$ cat config.mk
export PLATFORM = sky130hd
export DESIGN_NAME = packet_scheduler
export DESIGN_NICKNAME = d
export VERILOG_FILES = /design/src/rtl/hdmi_packet_pkg.sv /design/src/rtl/audio_sample_fifo.sv /design/src/rtl/packet_scheduler.sv
export SDC_FILE = /design/constraint.sdc
export NUM_CORES = 1
export LEC_CHECK = 0
export ABC_AREA = 1
export CAP_MARGIN = 10
export CORE_AREA = 2 2 165 102
export CTS_CLUSTER_DIAMETER = 150
export DETAILED_ROUTE_END_ITERATION = 16
export DIE_AREA = 0 0 167 104
export DONT_BUFFER_PORTS = 1
export GPL_ROUTABILITY_DRIVEN = 1
export PLACE_DENSITY = 0.8
export SYNTH_ARGS = -nofsm -noshare
export SYNTH_HDL_FRONTEND = slang
export SYNTH_SLANG_ARGS = --single-unit
$ cat constraint.sdc
create_clock -name clk_pixel -period 3.2 [get_ports clk_pixel]
set_clock_uncertainty 0.05 [all_clocks]
set_input_delay 0.64 -clock clk_pixel [delete_from_list [all_inputs] [get_ports clk_pixel]]
set_output_delay 0.64 -clock clk_pixel [all_outputs]
set_load 0.01 [all_outputs]
$ cat src/rtl/hdmi_packet_pkg.sv
// HDMI data island packet type codes, shared by the scheduler, the packet
// generators and the header/subpacket mux.
package hdmi_packet_pkg;

    localparam logic [7:0] PKT_NULL            = 8'h00;
    localparam logic [7:0] PKT_ACR             = 8'h01;
    localparam logic [7:0] PKT_AUDIO_SAMPLE    = 8'h02;
    localparam logic [7:0] PKT_AVI             = 8'h82;
    localparam logic [7:0] PKT_AUDIO_INFOFRAME = 8'h84;

endpackage

$ cat src/rtl/audio_sample_fifo.sv
// Synchronous FIFO for stereo audio samples; DEPTH must be a power of two so
// the pointers wrap on their own. Read data is shown from the head entry.
module audio_sample_fifo #(
    parameter int DEPTH = 4,
    parameter int WIDTH = 40
) (
    input  logic             clk,
    input  logic             reset,
    input  logic             push,
    input  logic             pop,
    input  logic [WIDTH-1:0] din,
    output logic [WIDTH-1:0] dout,
    output logic             full,
    output logic             empty
);

    localparam int PW = $clog2(DEPTH);

    logic [WIDTH-1:0] mem [DEPTH];
    logic [PW-1:0]    rd_ptr;
    logic [PW-1:0]    wr_ptr;
    logic [PW:0]      count;
    logic             do_push;
    logic             do_pop;

    assign full    = (count == (PW+1)'(DEPTH));
    assign empty   = (count == '0);
    assign do_push = push && !full;
    assign do_pop  = pop && !empty;
    assign dout    = mem[rd_ptr];

    always_ff @(posedge clk) begin
        if (reset) begin
            rd_ptr <= '0;
            wr_ptr <= '0;
            count  <= '0;
        end else begin
            if (do_push) wr_ptr <= wr_ptr + 1'b1;
            if (do_pop)  rd_ptr <= rd_ptr + 1'b1;
            count <= count + (PW+1)'(do_push) - (PW+1)'(do_pop);
        end
    end

    // Storage carries no reset; occupancy alone defines what is valid.
    always_ff @(posedge clk) begin
        if (do_push) mem[wr_ptr] <= din;
    end

endmodule

$ cat src/rtl/packet_scheduler.sv
// Chooses the packet type for each HDMI data island slot and feeds buffered
// audio samples to the sample generator. Optional macro:
// PACKET_SCHEDULER_INFOFRAME_EN enables AVI / audio InfoFrame scheduling.
module packet_scheduler
    import hdmi_packet_pkg::*;
#(
    parameter int ACR_PERIOD      = 27000,
    parameter int FIFO_DEPTH      = 4,
    parameter int AUDIO_BIT_WIDTH = 20
) (
    input  logic                            clk_pixel,
    input  logic                            reset,
    input  logic                            video_frame_start,
    input  logic                            packet_enable,
    input  logic                            audio_sample_valid,
    output logic                            audio_sample_ready,
    input  logic [1:0][AUDIO_BIT_WIDTH-1:0] audio_sample_word,
    output logic [7:0]                      packet_type,
    output logic [1:0][AUDIO_BIT_WIDTH-1:0] sample_word_out,
    output logic                            asp_advance
);

    localparam int ACR_W = (ACR_PERIOD > 2) ? $clog2(ACR_PERIOD) : 1;
    localparam int SW    = 2 * AUDIO_BIT_WIDTH;

    logic [ACR_W-1:0] acr_count;
    logic             acr_wrap;
    logic             acr_pending;
    logic             avi_pending;
    logic             aif_pending;
    logic             fifo_full;
    logic             fifo_empty;
    logic             fifo_pop;
    logic [SW-1:0]    fifo_dout;
    logic [7:0]       sel_type;

    assign audio_sample_ready = !fifo_full;
    assign acr_wrap           = (acr_count == ACR_W'(ACR_PERIOD - 1));

    audio_sample_fifo #(
        .DEPTH (FIFO_DEPTH),
        .WIDTH (SW)
    ) u_fifo (
        .clk   (clk_pixel),
        .reset (reset),
        .push  (audio_sample_valid),
        .pop   (fifo_pop),
        .din   (audio_sample_word),
        .dout  (fifo_dout),
        .full  (fifo_full),
        .empty (fifo_empty)
    );

    // Priority works on registered state, so this cycle's push or flag set
    // only becomes eligible at the next slot.
    always_comb begin
        sel_type = PKT_NULL;
        fifo_pop = 1'b0;
        if (acr_pending) begin
            sel_type = PKT_ACR;
        end else if (!fifo_empty) begin
            sel_type = PKT_AUDIO_SAMPLE;
            fifo_pop = packet_enable;
        end else if (avi_pending) begin
            sel_type = PKT_AVI;
        end else if (aif_pending) begin
            sel_type = PKT_AUDIO_INFOFRAME;
        end
    end

    always_ff @(posedge clk_pixel) begin
        if (reset) begin
            acr_count   <= '0;
            acr_pending <= 1'b0;
        end else begin
            acr_count <= acr_wrap ? '0 : acr_count + 1'b1;
            if (packet_enable && sel_type == PKT_ACR) acr_pending <= 1'b0;
            if (acr_wrap) acr_pending <= 1'b1;
        end
    end

`ifdef PACKET_SCHEDULER_INFOFRAME_EN
    always_ff @(posedge clk_pixel) begin
        if (reset) begin
            avi_pending <= 1'b0;
            aif_pending <= 1'b0;
        end else begin
            if (packet_enable && sel_type == PKT_AVI)             avi_pending <= 1'b0;
            if (packet_enable && sel_type == PKT_AUDIO_INFOFRAME) aif_pending <= 1'b0;
            if (video_frame_start) begin
                avi_pending <= 1'b1;
                aif_pending <= 1'b1;
            end
        end
    end
`else
    logic unused_frame_start;
    assign unused_frame_start = video_frame_start;
    assign avi_pending        = 1'b0;
    assign aif_pending        = 1'b0;
`endif

    // sample_word_out only changes when an audio sample slot is chosen.
    always_ff @(posedge clk_pixel) begin
        if (reset) begin
            packet_type     <= PKT_NULL;
            sample_word_out <= '0;
            asp_advance     <= 1'b0;
        end else begin
            asp_advance <= packet_enable && (sel_type == PKT_AUDIO_SAMPLE);
            if (packet_enable) begin
                packet_type <= sel_type;
                if (sel_type == PKT_AUDIO_SAMPLE) sample_word_out <= fifo_dout;
            end
        end
    end

endmodule

==> flow_metrics.env <==
export IMPL_drv_max_cap_violation_count=0
export IMPL_die_h_microns=104
export IMPL_syn_to_final_growth_pct=8.24
export IMPL_io_pins=95
export IMPL_relSlewSlack=0.425
export IMPL_p_leak_nw=3.46
export IMPL_slew_violations=0
export IMPL_crit_required_ns=3.33
export IMPL_layout_drive_gt1_share=0.0676
export IMPL_setup_viol=0
export IMPL_vdd_drop_max_v=0.000484
export IMPL_postCtsSetupBuffers=0
export IMPL_yosys_warnings=0
export IMPL_port_buffers=0
export IMPL_power_density_mw_per_mm2=781
export IMPL_grt_total_usage=0.209
export IMPL_netlist_area_leader_share=0.540
export IMPL_design_die_area_sq_mm=0.0174
export IMPL_cts_buffer_depth=3
export IMPL_cts_buffers=21
export IMPL_hold_slack_ns=0.148
export IMPL_path_class="register to register"
export IMPL_synth_top_cells_by_area="edfxtp_1 54%, dfxtp_1 15%, nor2_1 12%, o21ai_1 4.8%, nand2_1 3.1%"
export IMPL_clkSinkCount=226
export IMPL_synth_edf_count=160
export IMPL_end_kind="register"
export IMPL_ctsHoldBuffers=0
export IMPL_min_period_ns=2.32
export IMPL_critPathSlowestCell="nor2_4"
export IMPL_cts_reportedPaths_clkPinSlew_ns=0.06
export IMPL_grt_first_pass_wirelength_microns=28900
export IMPL_insertion_delay_ns=0.50
export IMPL_async_reset_ff_frac=0
export IMPL_cts_tree="built"
export IMPL_crit_start="u_fifo.count[1]$_SDFF_PP0_"
export IMPL_syn_inst=834
export IMPL_viasPerCell=5.33
export IMPL_syn_area_sq_mm=0.00889
export IMPL_overflow=0
export IMPL_dr_pass1_iters=5
export IMPL_drc=0
export IMPL_r2r_end="u_fifo.mem[3][26]$_DFFE_PP_"
export IMPL_r2r_slack_ns=0.88
export IMPL_routedWlPerCell_microns=17.2
export IMPL_rsz0062_at_grt="false"
export IMPL_critPathMaxFanout=17
export IMPL_ant_nets=0
export IMPL_reg2reg_from="u_fifo.count[1]$_SDFF_PP0_"
export IMPL_ff2ff_path_depth=5
export IMPL_cp_endpoint="u_fifo.mem[3][26]$_DFFE_PP_"
export IMPL_ys_types=27
export IMPL_hp_class="input pin to register"
export IMPL_grt_max_degree=82
export IMPL_fin_nets=881
export IMPL_syn_mean_instance_area_sq_um=10.7
export IMPL_vias=5609
export IMPL_worstSetupStartpointType="register"
export IMPL_htree_num_levels=1
export IMPL_place_gp_congestion=0.870
export IMPL_synth_top_cell_by_area="edfxtp_1"
export IMPL_critPathMaxStageDelay_ns=0.59
export IMPL_finalHoldViolCount=0
export IMPL_row_count=36
export IMPL_setup_tns_ns=0
export IMPL_dp_hpwl_microns=10800
export IMPL_synth_most_common_cell="nor2_1"
export IMPL_antenna_found_initial=0
export IMPL_drt_total_wl_microns=18000
export IMPL_initial_core_util=0.559
export IMPL_post_cts_resized=0
export IMPL_antenna_cells=0
export IMPL_synthFlopType="edfxtp_1"
export IMPL_grt_pass1_vias=5545
export IMPL_drt_iter0_markers=514
export IMPL_status="completed"
export IMPL_synth_seq_cells=226
export IMPL_core_area_sq_mm=0.0159
export IMPL_seq_area_frac_synth=0.689
export IMPL_cp_cell_sequence="inv_1 > nand3_1 > nand2_1 > nor2_4 > buf_4"
export IMPL_fmax_mhz=431
export IMPL_clock_tree_root_cell="clkbuf_16"
export IMPL_worstPathArrival_ns=2.45
export IMPL_fin_crit_sh=0.725
export IMPL_worstMarginPinSlew_ns=0.862
export IMPL_die_w_microns=167
export IMPL_synth_common_cells="279 x nor2_1, 160 x edfxtp_1, 85 x o21ai_1, 73 x nand2_1, 66 x dfxtp_1"
==> state kept, by name, indices dropped and copies added (netlist names) <==
register and count:
asp_advance 1, acr_count 15, sample_word_out 40, u_fifo.count 3, u_fifo.mem 160, u_fifo.wr_ptr 2, packet_type 2, acr_pending 1
u_fifo.rd_ptr 2
==> where the power goes <==
part,leakage [nW],internal [mW],switching [mW],total (mW)
Clock,0.303,1.27,1.02,2.30
Combinational,1.15,0.423,0.993,1.42
Sequential,2.01,3.56,0.251,3.81
Total,3.46,5.26,2.27,7.52
==> per-layer routing <==
| metal | part of all wire | wire (microns) | track usage |
|---|---|---|---|
| met1 | 0.44 | 7970 | 0.299 |
| met2 | 0.45 | 8050 | 0.325 |
| met3 | 0.094 | 1700 | 0.0563 |
| met4 | 0.017 | 314 | 0.0437 |
| met5 | 0 | 0 | 0 |
==> worst min path at each step <==
stage,slack (ns),depth (start not counted),startpoint,endpoint
5_1_grt,0.13,1,reset,u_fifo.rd_ptr[1]$_SDFFE_PP0P_
4_1_cts,0.13,1,reset,u_fifo.rd_ptr[1]$_SDFFE_PP0P_
2_1_floorplan,0.37,1,acr_count[0]$_SDFF_PP0_,acr_count[0]$_SDFF_PP0_
3_3_place_gp,0.38,1,acr_count[0]$_SDFF_PP0_,acr_count[0]$_SDFF_PP0_
3_5_place_dp,0.41,1,acr_count[0]$_SDFF_PP0_,acr_count[0]$_SDFF_PP0_
6_report,0.15,1,reset,u_fifo.rd_ptr[1]$_SDFFE_PP0P_
==> placed cells by master, fill, tap and decap left out, types with 2 or more instances in the layout <==
cell type and n:
o21ai_0 39, nand2_1 73, clkinv_2 2, xnor2_1 2
dfxtp_1 64, o21ai_1 85, buf_4 12, nand4_1 5
nor2_4 6, clkbuf_8 2, nand2_2 2, nor2_1 275
clkbuf_1 10, clkbuf_16 21, ha_1 7, inv_6 2
dfxtp_2 2, nand3_1 11, inv_1 27, inv_2 5
conb_1 6, edfxtp_1 160, nand3b_1 2, a21oi_1 11
xor2_1 6
==> worst max-delay path, delay by kind of cell, from the launching register on <==
family	cells	cell delay, ns
buffers and inverters	2	0.46
and+or+nand+nor	3	1.12
DFF	1	0.36
==> layout make-up <==
type | count | area, sq um
fillers | 1273 | 6270
flip-flops and latches | 226 | 6130
multi-input cells | 534 | 2390
clock buffers | 33 | 591
well taps | 209 | 262
inverters | 32 | 120
repair buffers | 13 | 110
clock inverters | 5 | 31.3
==> metrics by stage <==
step	worst slack, ns	power [mW]	cells	util	area [sq um]
final	0.880	7.52	1052	0.606	9630
after global routing	0.737	7.92	1052	0.606	9630
after CTS	0.856	7.57	1052	0.606	9630
after detailed placement	0.893	5.29	1014	0.566	9010
after global placement	0.893	5.23	1014	0.566	9010
after floorplan	0.216	4.97	839	-	8910
==> logic make-up after synthesis <==
logic type | count (synthesis) | synth area share
flip-flops | 226 | 0.689
XOR/XNOR | 8 | 0.00788
AO/OA/AOI/OAI | 135 | 0.0760
adder cells (fa/ha/maj) | 8 | 0.0121
other | 1 | 0.000422
buffers and inverters | 79 | 0.0485
AND/OR/NAND/NOR | 377 | 0.166
Note: power is estimated with default switching activity, not from simulation.
